$ cat src/rtl/rx_data_deframer.sv
// Receive deframer: turns descrambled 64B/66B blocks into AXI4-Stream beats (valid/last/data/keep).
// Optional frame/error statistics counters are compiled in with `define RX_FRAME_STATS_EN.
module rx_data_deframer #(
  parameter int unsigned AXI_DATA_SIZE = 64,
  parameter int unsigned KEEP_SIZE     = AXI_DATA_SIZE / 8
) (
  input  logic                     clk,
  input  logic                     rst_n,
  input  logic                     rx_block_valid,
  input  logic [1:0]               rx_header,
  input  logic [AXI_DATA_SIZE-1:0] rx_block,
  output logic                     axi_valid,
  output logic                     axi_last,
  output logic [AXI_DATA_SIZE-1:0] axi_data,
  output logic [KEEP_SIZE-1:0]     axi_keep,
  output logic                     in_frame,
  output logic                     frame_err,
  output logic                     hdr_err
`ifdef RX_FRAME_STATS_EN
  ,
  output logic [15:0]              frame_cnt,
  output logic [15:0]              err_cnt
`endif
);

  localparam logic [7:0] BlkSep  = 8'h1E;
  localparam logic [7:0] BlkSep7 = 8'hE1;

  typedef enum logic {StIdle, StInFrame} state_e;

  state_e                   state_q, state_d;
  logic [AXI_DATA_SIZE-1:0] hold_data_q, hold_data_d;
  logic [KEEP_SIZE-1:0]     hold_keep_q, hold_keep_d;
  logic                     hold_full_q, hold_full_d;
  logic                     hold_last_q, hold_last_d;

  logic                     valid_d, last_d, frame_err_d, hdr_err_d;
  logic [AXI_DATA_SIZE-1:0] data_d;
  logic [KEEP_SIZE-1:0]     keep_d;

  logic [7:0]               blk_type, sep_len;
  logic [3:0]               n_bytes;
  logic [AXI_DATA_SIZE-1:0] sep_data;
  logic [KEEP_SIZE-1:0]     sep_keep;
  logic                     open_beat;

  assign blk_type  = rx_block[63:56];
  assign sep_len   = rx_block[55:48];
  // A held full beat that is not yet the frame's last beat.
  assign open_beat = hold_full_q && !hold_last_q;
  assign sep_keep  = ~({KEEP_SIZE{1'b1}} >> n_bytes);

  always_comb begin
    state_d     = state_q;
    hold_data_d = hold_data_q;
    hold_keep_d = hold_keep_q;
    hold_full_d = hold_full_q;
    hold_last_d = hold_last_q;
    valid_d     = 1'b0;
    last_d      = 1'b0;
    data_d      = '0;
    keep_d      = '0;
    frame_err_d = 1'b0;
    hdr_err_d   = 1'b0;
    n_bytes     = 4'd0;
    sep_data    = '0;

    // Pending last beat leaves unconditionally; hold may be reloaded below in the same edge.
    if (hold_full_q && hold_last_q) begin
      valid_d     = 1'b1;
      last_d      = 1'b1;
      data_d      = hold_data_q;
      keep_d      = hold_keep_q;
      hold_full_d = 1'b0;
      hold_last_d = 1'b0;
    end

    if (rx_block_valid) begin
      case (rx_header)
        2'b01: begin
          if (open_beat) begin
            valid_d = 1'b1;
            data_d  = hold_data_q;
            keep_d  = hold_keep_q;
          end
          hold_data_d = rx_block;
          hold_keep_d = '1;
          hold_full_d = 1'b1;
          hold_last_d = 1'b0;
          state_d     = StInFrame;
        end
        2'b10: begin
          if (blk_type == BlkSep || blk_type == BlkSep7) begin
            state_d = StIdle;
            if (blk_type == BlkSep7) begin
              n_bytes  = 4'd7;
              sep_data = {rx_block[55:0], 8'h00};
            end else begin
              sep_data = {rx_block[47:0], 16'h0000};
              if (sep_len > 8'd6) begin
                n_bytes     = 4'd6;
                frame_err_d = 1'b1;
              end else begin
                n_bytes = sep_len[3:0];
              end
            end
            if (n_bytes == 4'd0) begin
              if (open_beat) begin
                valid_d     = 1'b1;
                last_d      = 1'b1;
                data_d      = hold_data_q;
                keep_d      = hold_keep_q;
                hold_full_d = 1'b0;
              end else begin
                frame_err_d = 1'b1;
              end
            end else begin
              if (open_beat) begin
                valid_d = 1'b1;
                data_d  = hold_data_q;
                keep_d  = hold_keep_q;
              end
              hold_data_d = sep_data;
              hold_keep_d = sep_keep;
              hold_full_d = 1'b1;
              hold_last_d = 1'b1;
            end
          end
        end
        default: hdr_err_d = 1'b1;
      endcase
    end
  end

  always_ff @(posedge clk or negedge rst_n) begin
    if (!rst_n) begin
      state_q     <= StIdle;
      hold_data_q <= '0;
      hold_keep_q <= '0;
      hold_full_q <= 1'b0;
      hold_last_q <= 1'b0;
      axi_valid   <= 1'b0;
      axi_last    <= 1'b0;
      axi_data    <= '0;
      axi_keep    <= '0;
      frame_err   <= 1'b0;
      hdr_err     <= 1'b0;
    end else begin
      state_q     <= state_d;
      hold_data_q <= hold_data_d;
      hold_keep_q <= hold_keep_d;
      hold_full_q <= hold_full_d;
      hold_last_q <= hold_last_d;
      axi_valid   <= valid_d;
      axi_last    <= last_d;
      axi_data    <= data_d;
      axi_keep    <= keep_d;
      frame_err   <= frame_err_d;
      hdr_err     <= hdr_err_d;
    end
  end

  assign in_frame = (state_q == StInFrame);

`ifdef RX_FRAME_STATS_EN
  always_ff @(posedge clk or negedge rst_n) begin
    if (!rst_n) begin
      frame_cnt <= '0;
      err_cnt   <= '0;
    end else begin
      if (axi_valid && axi_last && frame_cnt != 16'hFFFF) begin
        frame_cnt <= frame_cnt + 16'd1;
      end
      if ((frame_err || hdr_err) && err_cnt != 16'hFFFF) begin
        err_cnt <= err_cnt + 16'd1;
      end
    end
  end
`endif

endmodule

$ cat config.mk
export PLATFORM = sky130hd
export DESIGN_NAME = rx_data_deframer
export DESIGN_NICKNAME = d
export VERILOG_FILES = /design/src/rtl/rx_data_deframer.sv
export SDC_FILE = /design/constraint.sdc
export NUM_CORES = 1
export LEC_CHECK = 0
export CORE_MARGIN = 4
export CORE_UTILIZATION = 30
export CTS_CLUSTER_DIAMETER = 100
export DETAILED_ROUTE_END_ITERATION = 16
export GPL_TIMING_DRIVEN = 0
export PLACE_DENSITY = 0.63
export SYNTH_ARGS = -nofsm -noshare
export SYNTH_HDL_FRONTEND = slang
export SYNTH_SLANG_ARGS = --single-unit
$ cat constraint.sdc
create_clock -name clk -period 2.3 [get_ports clk]
set_input_delay 0.23 -clock clk [delete_from_list [all_inputs] [get_ports clk]]
set_output_delay 0.23 -clock clk [all_outputs]
set_load 0.02 [all_outputs]
==> results of run 1 <==
-- per-stage QoR --
stage          std cells  cell area [µm²]  utilization  total power, µW  setup WS (ps)
3_5_place_dp        1016             8490        0.388             4040           -421
5_1_grt             1050             9150        0.418             7230           51.2
6_report            1050             9150        0.418             6920            167
4_1_cts             1049             9130        0.417             7000           39.7
3_3_place_gp        1015             8460        0.387             4030          -5190
2_1_floorplan        592             6680            -             3610            490
-- area by class of cell --
| cell class | instances | share of cell area |
|---|---|---|
| plain buffers | 38 | 0.0271 |
| clock buffers | 19 | 0.0495 |
| clock inverters | 13 | 0.0185 |
| inverters | 43 | 0.0176 |
| multi-input cells | 360 | 0.273 |
| flip-flops and latches | 151 | 0.413 |
| well taps | 280 | 0.0383 |
| repair buffers | 146 | 0.163 |
-- synth_stat cells, drive strengths merged, types with 5 or more instances --
library cell	count	area share
and2	75	0.070
mux2	18	0.040
buf	23	0.029
o22ai	5	0.0047
nand2	89	0.050
mux2i	30	0.045
o221ai	30	0.060
a31oi	18	0.017
clkbuf	15	0.0084
inv	43	0.024
dfrtp	151	0.57
a21oi	5	0.0054
o21ai	20	0.015
nor2	33	0.020
a22oi	8	0.0090
-- power by group through the flow --
stage          Combinational [µW]  Sequential [µW]  Clock (µW)
3_5_place_dp                  920             3120           0
4_1_cts                       931             3070        2990
3_3_place_gp                  904             3130           0
6_report                      921             3070        2920
2_1_floorplan                 502             3110           0
5_1_grt                      1010             3110        3110
-- sequential cells by signal, summed over array words and instances, names as in the netlist, 8 cells and up --
signal and flops:
axi_data 64, hold_data_q 64, axi_keep 8, hold_keep_q 8
-- critical path: cells and delay by family --
family / cells / cell delay, ps
buffers and inverters: 4 / 1600
muxes: 1 / 290
AOI/OAI and AO/OA: 1 / 190
adders and majority gates: 1 / 150
-- layer usage --
metal | part of all wire | vias up | GRT usage
met2 | 0.47 | 162 | 0.244
met4 | 0.018 | 0 | 0.0541
met1 | 0.45 | 2384 | 0.207
li1 | - | 2325 | -
met5 | 0 | - | 0
met3 | 0.058 | 18 | 0.0440
-- kinds of logic after synthesis --
family,Yosys count
flip-flops,151
adder cells (fa/ha/maj),2
AND/OR/NAND/NOR,213
AO/OA/AOI/OAI,97
buffers and inverters,81
multiplexers,48
-- worst min path at each step --
stage | slack (ps) | end | cells past startpoint | start
after floorplan | -70 | axi_data[0] | 0 | rst_n
after global placement | 450 | hold_keep_q[7] | 1 | hold_keep_q[7]
after detailed placement | 220 | axi_data[60] | 1 | rst_n
after CTS | 230 | frame_err | 3 | rx_block[50]
after global routing | 270 | frame_err | 3 | rx_block[50]
final | 250 | frame_err | 3 | rx_block[50]
-- what timing repair did --
action / 4_1_cts / 5_1_grt
hold endpoints to repair: 53 / 0
hold buffers: 1 / 0
setup buffers: 0 / 1
resized for setup: 0 / 2
setup endpoints to repair: 0 / 132
-- placed cells by master (no fill, tap or decap), types with 17 or more instances in the layout --
cell type	instances
mux2_4	18
mux2i_1	30
a31oi_1	18
nand2_1	89
clkbuf_16	17
and2_1	74
inv_1	43
dfrtp_1	151
o221ai_2	22
nor2_1	31
clkdlybuf4s50_1	142
==> load_flow_metrics.sql, run 1 <==
INSERT INTO impl_metrics (metric_group, metric, value, unit) VALUES
('yosys', 'synth-async-reset-ratio', '1.00', ''),
('sta', 'timing_worst_slew_pin_value', '770', 'ps'),
('die', 'chip_width', '157', 'µm'),
('clock_network', 'root_buffer_cell', 'clkbuf_16', ''),
('sta', 'totalNegativeSetupSlack', '0', 'ps'),
('sta', 'layout_min_cycle_time', '2130', 'ps'),
('yosys', 'synthesis.instances', '592', ''),
('drt', 'detail_route.wirelength', '18800', 'µm'),
('setup_path', 'critPathArrivalTime', '2460', 'ps'),
('hold_path', 'min-delay-path-class', 'primary input to register', ''),
('yosys', 'ys_types', '43', ''),
('power', 'irDropWorstVdd', '0.477', 'mV'),
('cells_and_area', 'fin_nets', '828', ''),
('sta', 'timing_max_transition_violations_final', '0', ''),
('power', 'p_leak', '0.00419', 'µW'),
('setup_path', 'cp_max_fo', '10', ''),
('sta', 'final.period_utilization', '0.927', ''),
('cells_and_area', 'sequential_cell_area', '0.00378', 'mm²'),
('setup_path', 'cp_slowest_stage_delay', '490', 'ps'),
('global_routing', 'grt.total_usage', '0.155', ''),
('drt', 'detail_routed_net_length_per_standard_cell', '17.9', 'µm'),
('cells_and_area', 'drive_above_1_share', '0.136', ''),
('setup_path', 'critical-path-slowest-cell', 'clkdlybuf4s50_1', ''),
('outcome', 'run_status', 'finished, final reports clean', ''),
('setup_path', 'timing.rr.end', 'axi_data[3]', ''),
('yosys', 'synth_adder_area_share', '0.00374', ''),
('drt', 'route.vias.total', '4889', ''),
('yosys', 'synthFlopType', 'dfrtp_1', ''),
('clock_network', 'cts-htree-levels', '4', ''),
('power', 'power-per-cell-area', '756', 'mW/mm²'),
('sta', 'fin_skew', '24.0', 'ps'),
('clock_network', 'clk_pin_slew_worst_paths', '70', 'ps'),
('cells_and_area', 'filler_cell_count', '2117', ''),
('placed_design', 'final_gp_congestion', '0.836', ''),
('die', 'die-height', '157', 'µm'),
('setup_path', 'cp-start-kind', 'primary input', ''),
('yosys', 'synthMuxAreaShare', '0.0854', ''),
('clock_network', 'tritoncts.num_buffers', '17', ''),
('drt', 'via_per_inst', '4.66', ''),
('global_routing', 'largest_net_degree_at_the_start_of_global_routing', '99', ''),
('setup_path', 'reg2regPathDepth', '5', ''),
('drt', 'antenna_left', '0', ''),
('global_routing', 'via_count_of_the_first_global_routing_pass', '5124', ''),
('global_routing', 'gr-total-overflow', '0', ''),
('placed_design', 'detailedPlacementHpwl', '13900', 'µm'),
('yosys', 'syn_avg_cell_area', '11.3', 'µm²'),
('yosys', 'main_combinational_cell_family_by_area_after_synthesis', 'simple AND/OR/NAND/NOR gates', ''),
('sta', 'final_hold_viol_count', '0', ''),
('yosys', 'share_of_the_synthesized_area_in_compound_gates_ao_oa_aoi_oai', '0.124', ''),
('cells_and_area', 'antenna-diode-count', '0', ''),
('yosys', 'synth-seq-cells', '151', ''),
('die', 'placement_rows', '54', ''),
('setup_path', 'worst_setup_path_endpoint', 'hold_data_q[56]', ''),
('power', 'power_frac_seq', '0.444', ''),
('setup_path', 'reg2reg_slack', '1100', 'ps'),
('setup_path', 'worst-setup-path-type', 'primary input to register', ''),
('yosys', 'post_syn_nets', '663', ''),
('drt', 'drt-pass1-iter-count', '7', ''),
('placed_design', 'numPortBuffers', '143', ''),
('clock_network', 'cts-root-to-sink-buffers', '2', ''),
('die', 'starting_density', '0.305', ''),
('global_routing', 'wire_length_of_the_first_global_routing_pass', '29200', 'µm'),
('power', 'p_int', '5200', 'µW'),
('sta', 'worst_slew_margin_relative_to_its_limit', '0.486', ''),
('drt', 'post-route-drc-count', '0', ''),
('setup_path', 'timing.critical_path.required', '2630', 'ps'),
('setup_path', 'path_cells', 'clkdlybuf4s50_1 -> ha_1 -> clkbuf_1 -> clkbuf_1 -> clkbuf_1 -> a31oi_1 -> mux2_4', ''),
('setup_path', 'path_common_cell', 'clkbuf_1', ''),
('yosys', 'synthXorXnorAreaFrac', '0', ''),
('yosys', 'synth-edff-count', '0', ''),
('sta', 'grt_setup_unrepaired', 'no', '');
No activity file was read; power rests on OpenSTA's default activity.
==> run 2, diff against run 1 <==
--- a/config.mk
+++ b/config.mk
@@ -5,11 +5,13 @@
 export SDC_FILE = /design/constraint.sdc
 export NUM_CORES = 1
 export LEC_CHECK = 0
+export ABC_AREA = 1
 export CORE_MARGIN = 4
 export CORE_UTILIZATION = 30
 export CTS_CLUSTER_DIAMETER = 100
 export DETAILED_ROUTE_END_ITERATION = 16
 export GPL_TIMING_DRIVEN = 0
+export MAX_ROUTING_LAYER = met4
 export PLACE_DENSITY = 0.63
 export SYNTH_ARGS = -nofsm -noshare
 export SYNTH_HDL_FRONTEND = slang
==> run 2 against run 1 <==
Register-to-register slack worse by 80 ps. Synthesized cell count rose by 38%. Total power is 1.4% lower. Wire length increased by 10%. Combinational power shrank 0.8%. Clock power shrank 3%. Sequential cell count unchanged. Hold slack gained 140 ps.
==> load_flow_metrics.sql, run 2 <==
INSERT INTO impl_metrics (metric_group, metric, value, unit) VALUES
('drt', 'antenna_left', '0', ''),
('placed_design', 'numPortBuffers', '145', ''),
('sta', 'maxClockFrequency', '491', 'MHz'),
('yosys', 'synth_sequential_area_ratio', '0.549', ''),
('clock_network', 'cts_tree', 'done', ''),
('yosys', 'synth-edff-count', '0', ''),
('yosys', 'yosys_warnings', '0', ''),
('global_routing', 'antenna_violations_before_repair', '4', ''),
('clock_network', 'clk_pin_slew_worst_paths', '50', 'ps'),
('die', 'die-height', '159', 'µm'),
('die', 'fp.dieArea', '0.0254', 'mm²'),
('hold_path', 'min-delay-path-class', 'primary input to async pin', ''),
('yosys', 'synthFlopType', 'dfrtp_1', ''),
('run', 'max_cap_viol_count', '0', ''),
('power', 'power-per-cell-area', '731', 'mW/mm²'),
('yosys', 'ys_types', '31', ''),
('clock_network', 'cts-root-to-sink-buffers', '2', ''),
('die', 'placeableCoreArea', '0.0226', 'mm²'),
('yosys', 'synth-async-reset-ratio', '1.00', ''),
('sta', 'setup_viol', '0', ''),
('cells_and_area', 'drive_above_1_share', '0.0977', ''),
('setup_path', 'cp_max_fo', '10', ''),
('sta', 'timing_worst_slew_pin_value', '644', 'ps'),
('drt', 'detail_route.wirelength', '20800', 'µm'),
('global_routing', 'largest_net_degree_at_the_start_of_global_routing', '84', ''),
('yosys', 'synth_top_area_cell', 'dfrtp_1', ''),
('cells_and_area', 'final_cells', '1282', ''),
('setup_path', 'reg2regPathDepth', '5', ''),
('yosys', 'post_syn_nets', '885', ''),
('clock_network', 'worst_skew_pair.late_latency', '420', 'ps'),
('global_routing', 'grt.total_usage', '0.168', ''),
('drt', 'detail_routed_net_length_per_standard_cell', '16.2', 'µm'),
('setup_path', 'cp-start-kind', 'primary input', ''),
('setup_path', 'crit_path_end_kind', 'register', ''),
('placed_design', 'placed_cells', '1245', ''),
('setup_path', 'critPathArrivalTime', '2340', 'ps'),
('yosys', 'synth_largest_type_area_fraction', '0.549', ''),
('setup_path', 'timing.critical_path.required', '2600', 'ps'),
('power', 'power', '6820', 'µW'),
('sta', 'fin_skew', '13.2', 'ps'),
('drt', 'route.vias.total', '5870', ''),
('sta', 'grt_setup_unrepaired', 'no', ''),
('clock_network', 'clkSinkCount', '151', ''),
('die', 'placement_rows', '55', ''),
('sta', 'layout_min_cycle_time', '2040', 'ps'),
('drt', 'drt_iter0_drc', '376', ''),
('cells_and_area', 'syn_to_final_growth', '35.6', '%'),
('yosys', 'synth_area', '0.00688', 'mm²'),
('cells_and_area', 'final_core_utilization', '0.413', ''),
('yosys', 'synth_commonest_cells', '193 x nand2_1, 151 x dfrtp_1, 134 x inv_1', ''),
('cells_and_area', 'mostFrequentLayoutCell', 'nand2_1', ''),
('setup_path', 'worst-setup-path-type', 'primary input to register', ''),
('sta', 'worst_slew_margin_relative_to_its_limit', '0.571', ''),
('placed_design', 'placement.setup.worst_slack', '-137', 'ps'),
('yosys', 'syn_avg_cell_area', '8.45', 'µm²'),
('die', 'pin_count', '146', ''),
('sta', 'timing_max_transition_violations_final', '0', ''),
('setup_path', 'timing.rr.end', 'axi_data[20]', ''),
('global_routing', 'via_count_of_the_first_global_routing_pass', '5914', ''),
('cells_and_area', 'most_frequent_cells_in_the_layout', '193 x nand2_1, 151 x dfrtp_1, 144 x clkdlybuf4s50_1', ''),
('global_routing', 'gr-total-overflow', '0', ''),
('clock_network', 'tritoncts.num_buffers', '17', ''),
('placed_design', 'final_gp_congestion', '0.894', ''),
('sta', 'final_hold_viol_count', '0', ''),
('sta', 'final.period_utilization', '0.886', ''),
('yosys', 'synth-seq-cells', '151', ''),
('sta', 'layout_setup_ws', '262', 'ps'),
('clock_network', 'cts_setup_buffers', '0', ''),
('setup_path', 'reg2reg_slack', '1020', 'ps'),
('yosys', 'synthesis.instances', '814', ''),
('yosys', 'synth_most_common_cell', 'nand2_1', ''),
('sta', 'holdWs', '389', 'ps'),
('power', 'p_leak', '0.00459', 'µW'),
('global_routing', 'wire_length_of_the_first_global_routing_pass', '32400', 'µm'),
('cells_and_area', 'reg.largest.list', 'axi_data: 64 flops, hold_data_q: 64 flops', ''),
('power', 'irDropWorstVdd', '0.460', 'mV'),
('die', 'chip_width', '159', 'µm'),
('clock_network', 'root_buffer_cell', 'clkbuf_16', ''),
('drt', 'post-route-drc-count', '0', ''),
('placed_design', 'detailedPlacementHpwl', '15600', 'µm'),
('clock_network', 'cts-htree-levels', '4', ''),
('drt', 'drt-pass1-iter-count', '6', ''),
('setup_path', 'worst_flop_to_flop_path_startpoint', 'hold_last_q', ''),
('cells_and_area', 'fin_nets', '1051', ''),
('outcome', 'run_status', 'finished, final reports clean', ''),
('die', 'starting_density', '0.305', ''),
('drt', 'via_per_inst', '4.58', ''),
('yosys', 'post_synth_main_area_contributors', 'dfrtp_1 55%, nand2_1 11%, inv_1 7.3%', '');
run 2: changes by cell type after synthesis, sizes merged, moves of 18 or more:
cell    previous run  this run
nand2             89       212
mux2              18         0
mux2i             30         0
nand3              2        28
o21ai             20        54
inv               43       137
o221ai            30         8
a21oi              5        26
a31oi             18         0
nor2              33       103
and2              75         1
run 2: worst max-delay path, stage by stage:
cell and delay [ps]:
clkdlybuf4s50_1 490, ha_1 150, buf_4 160, inv_1 90, nand3_1 100, clkbuf_1 500
nand2_4 200, buf_4 230, nand2_1 110, nand2_1 60
run 2: final cells by class:
class | instances | area (µm²)
sequential | 151 | 3780
tap | 285 | 357
antenna | 4 | 10.0
buffer | 44 | 295
multi-input combinational | 481 | 2290
fill | 2253 | 13200
timing repair buffer | 147 | 1490
inverter | 138 | 518
clock buffer | 20 | 437
clock inverter | 12 | 154
run 2: worst max-delay path by stage:
stage / slack [ps] / to / startpoint
3_5_place_dp: -140 / axi_data[2] / rx_header[0]
5_1_grt: 170 / hold_data_q[28] / rx_header[0]
4_1_cts: 300 / hold_data_q[41] / rx_header[1]
3_3_place_gp: -5080 / axi_data[61] / rst_n
2_1_floorplan: 730 / hold_data_q[41] / rx_header[0]
6_report: 260 / hold_data_q[41] / rx_header[1]
run 2: metal layers:
metal	vias up	track usage	share of wire
met3	23	0.0466	0.055
met4	0	0.0501	0.016
met1	2812	0.216	0.46
li1	2853	-	-
met5	-	-	0
met2	182	0.259	0.47
run 2: what timing repair did:
action                    4_1_cts  5_1_grt
hold buffers                    1        0
hold endpoints to repair       68        0
resized for setup               0        0
run 2: metrics by stage:
stage,area (µm²),TNS [ps]
2_1_floorplan,6880,0
3_3_place_gp,8690,-774350
3_5_place_dp,8710,-10930
4_1_cts,9320,0
5_1_grt,9330,0
6_report,9330,0
run 2: cell families after synthesis:
logic type                 count (synthesis)  share of synthesized area
and+or+nand+nor                          351                      0.213
adders and majority gates                  2                    0.00364
AOI/OAI and AO/OA                        128                      0.116
DFF                                      151                      0.549
buffers and inverters                    182                      0.118
run 2: power by group:
part / internal (µW) / switching, µW
clock: 1710 / 1110
sequential: 2930 / 153
combinational: 387 / 527
total: 5030 / 1790
==> run 3, diff against run 2 <==
--- a/config.mk
+++ b/config.mk
@@ -6,6 +6,7 @@
 export NUM_CORES = 1
 export LEC_CHECK = 0
 export ABC_AREA = 1
+export CAP_MARGIN = 40
 export CORE_MARGIN = 4
 export CORE_UTILIZATION = 30
 export CTS_CLUSTER_DIAMETER = 100
==> run 3 against run 2 <==
Count of clock-buffer cells in the layout is the same. Largest power group unchanged. Sequential cell count is the same. Largest cell class unchanged. Combinational power is essentially flat. Die area is the same. Setup slack is the same.
==> load_flow_metrics.sql, run 3 (same netlist as run 2, synthesis figures left out) <==
INSERT INTO impl_metrics (metric_group, metric, value, unit) VALUES
('drt', 'via_per_inst', '4.58', ''),
('clock_network', 'clkSinkCount', '151', ''),
('clock_network', 'worst_skew_pair.late_latency', '420', 'ps'),
('drt', 'route.vias.total', '5870', ''),
('die', 'die-height', '159', 'µm'),
('setup_path', 'path_cells', 'clkdlybuf4s50_1 -> ha_1 -> buf_4 -> inv_1 -> nand3_1 -> clkbuf_1 -> nand2_4 -> buf_4 -> nand2_1 -> nand2_1', ''),
('clock_network', 'cts-htree-levels', '4', ''),
('placed_design', 'final_gp_congestion', '0.894', ''),
('setup_path', 'critical-path-slowest-cell', 'clkbuf_1', ''),
('cells_and_area', 'mostFrequentLayoutCell', 'nand2_1', ''),
('clock_network', 'tritoncts.num_buffers', '17', ''),
('setup_path', 'cp-start-kind', 'primary input', ''),
('clock_network', 'cts_tree', 'done', ''),
('die', 'placement_rows', '55', ''),
('sta', 'timing_worst_slew_pin_value', '644', 'ps'),
('global_routing', 'largest_net_degree_at_the_start_of_global_routing', '84', ''),
('die', 'fp.dieArea', '0.0254', 'mm²'),
('clock_network', 'cts-root-to-sink-buffers', '2', ''),
('sta', 'maxClockFrequency', '491', 'MHz'),
('die', 'placeableCoreArea', '0.0226', 'mm²'),
('hold_path', 'min-delay-path-class', 'primary input to async pin', ''),
('cells_and_area', 'reg.largest.list', 'axi_data: 64 flops, hold_data_q: 64 flops', ''),
('drt', 'antenna_left', '0', ''),
('sta', 'layout_setup_ws', '262', 'ps'),
('global_routing', 'antenna_violations_before_repair', '4', ''),
('sta', 'final.period_utilization', '0.886', ''),
('placed_design', 'numPortBuffers', '145', ''),
('cells_and_area', 'filler_cell_count', '2253', ''),
('setup_path', 'crit_path_end_kind', 'register', ''),
('run', 'max_cap_viol_count', '0', ''),
('setup_path', 'cp_max_fo', '10', ''),
('outcome', 'run_status', 'finished, final reports clean', ''),
('global_routing', 'gr-total-overflow', '0', ''),
('power', 'p_leak', '0.00459', 'µW'),
('global_routing', 'grt.total_usage', '0.168', ''),
('cells_and_area', 'drive_above_1_share', '0.0977', ''),
('sta', 'worst_slew_margin_relative_to_its_limit', '0.571', ''),
('placed_design', 'placement.setup.worst_slack', '-137', 'ps'),
('global_routing', 'via_count_of_the_first_global_routing_pass', '5914', ''),
('clock_network', 'root_buffer_cell', 'clkbuf_16', ''),
('setup_path', 'worst_flop_to_flop_path_startpoint', 'hold_last_q', ''),
('cells_and_area', 'syn_to_final_growth', '35.6', '%'),
('drt', 'drt_iter0_drc', '376', ''),
('sta', 'fin_skew', '13.2', 'ps'),
('sta', 'setup_viol', '0', ''),
('setup_path', 'critPathArrivalTime', '2340', 'ps'),
('clock_network', 'clk_pin_slew_worst_paths', '50', 'ps'),
('power', 'power-per-cell-area', '731', 'mW/mm²'),
('clock_network', 'ctsResizeCount', '0', ''),
('cells_and_area', 'fin_nets', '1051', ''),
('die', 'pin_count', '146', ''),
('sta', 'holdWs', '389', 'ps'),
('drt', 'drt-pass1-iter-count', '6', ''),
('die', 'starting_density', '0.305', ''),
('placed_design', 'detailedPlacementHpwl', '15600', 'µm'),
('setup_path', 'worst-setup-path-type', 'primary input to register', ''),
('drt', 'detail_route.wirelength', '20800', 'µm'),
('sta', 'final_hold_viol_count', '0', ''),
('die', 'chip_width', '159', 'µm'),
('power', 'irDropWorstVdd', '0.460', 'mV'),
('setup_path', 'timing.critical_path.required', '2600', 'ps'),
('clock_network', 'cts_setup_buffers', '0', ''),
('setup_path', 'reg2regPathDepth', '5', ''),
('setup_path', 'cp_slowest_stage_delay', '500', 'ps'),
('setup_path', 'critical_path.startpoint', 'rx_header[1]', ''),
('sta', 'timing_max_transition_violations_final', '0', ''),
('clock_network', 'cts_hold_buf', '1', ''),
('drt', 'post-route-drc-count', '0', ''),
('sta', 'grt_setup_unrepaired', 'no', ''),
('drt', 'detail_routed_net_length_per_standard_cell', '16.2', 'µm'),
('sta', 'layout_min_cycle_time', '2040', 'ps'),
('cells_and_area', 'most_frequent_cells_in_the_layout', '193 x nand2_1, 151 x dfrtp_1, 144 x clkdlybuf4s50_1', ''),
('global_routing', 'wire_length_of_the_first_global_routing_pass', '32400', 'µm');
[run 3: cell counts in the layout (fill, tap and decap cells not counted)]
Identical to the previous run, type by type.
[run 3: through the flow]
step / util / instances / area [µm²] / setup TNS, ps / power, µW
floorplan: - / 814 / 6880 / 0 / 3630
global placement: 0.385 / 1244 / 8690 / -774350 / 4020
detailed placement: 0.386 / 1245 / 8710 / -10930 / 4040
CTS: 0.413 / 1278 / 9320 / 0 / 6870
global route: 0.413 / 1282 / 9330 / 0 / 7170
finish: 0.413 / 1282 / 9330 / 0 / 6820
[run 3: cell type report]
cell class,instances,area [µm²],share of cell area
antenna,4,10.0,0.00107
buffer,44,295,0.0317
clock buffer,20,437,0.0468
clock inverter,12,154,0.0165
inverter,138,518,0.0555
multi-input combinational,481,2290,0.245
sequential,151,3780,0.405
tap,285,357,0.0382
timing repair buffer,147,1490,0.160
[run 3: final timing paths]
| path | endpoint | slack, ps |
|---|---|---|
| max | hold_data_q[41] | 260 |
| min | axi_data[22] | 390 |
| max reg2reg | axi_data[20] | 1020 |
| min reg2reg | hold_keep_q[7] | 440 |
| max in group asynchronous | hold_data_q[60] | 1090 |
| min in group clk | hold_data_q[4] | 430 |
[run 3: worst max-delay path, delay by kind of cell]
| family | cells | cell delay (ps) |
|---|---|---|
| buffers and inverters | 5 | 1470 |
| and+or+nand+nor | 4 | 470 |
| adders and majority gates | 1 | 150 |
[run 3: layer usage]
layer,wire (µm),GRT usage,up-vias
met4,340,0.0501,0
met1,9510,0.216,2812
met5,0,-,-
met3,1140,0.0466,23
li1,-,-,2853
met2,9770,0.259,182
[run 3: report_power, final]
part           switching [µW]  internal (µW)  leakage [µW]
sequential                153           2930       0.00196
combinational             527            387       0.00234
clock                    1110           1710      0.000280
total                    1790           5030       0.00459
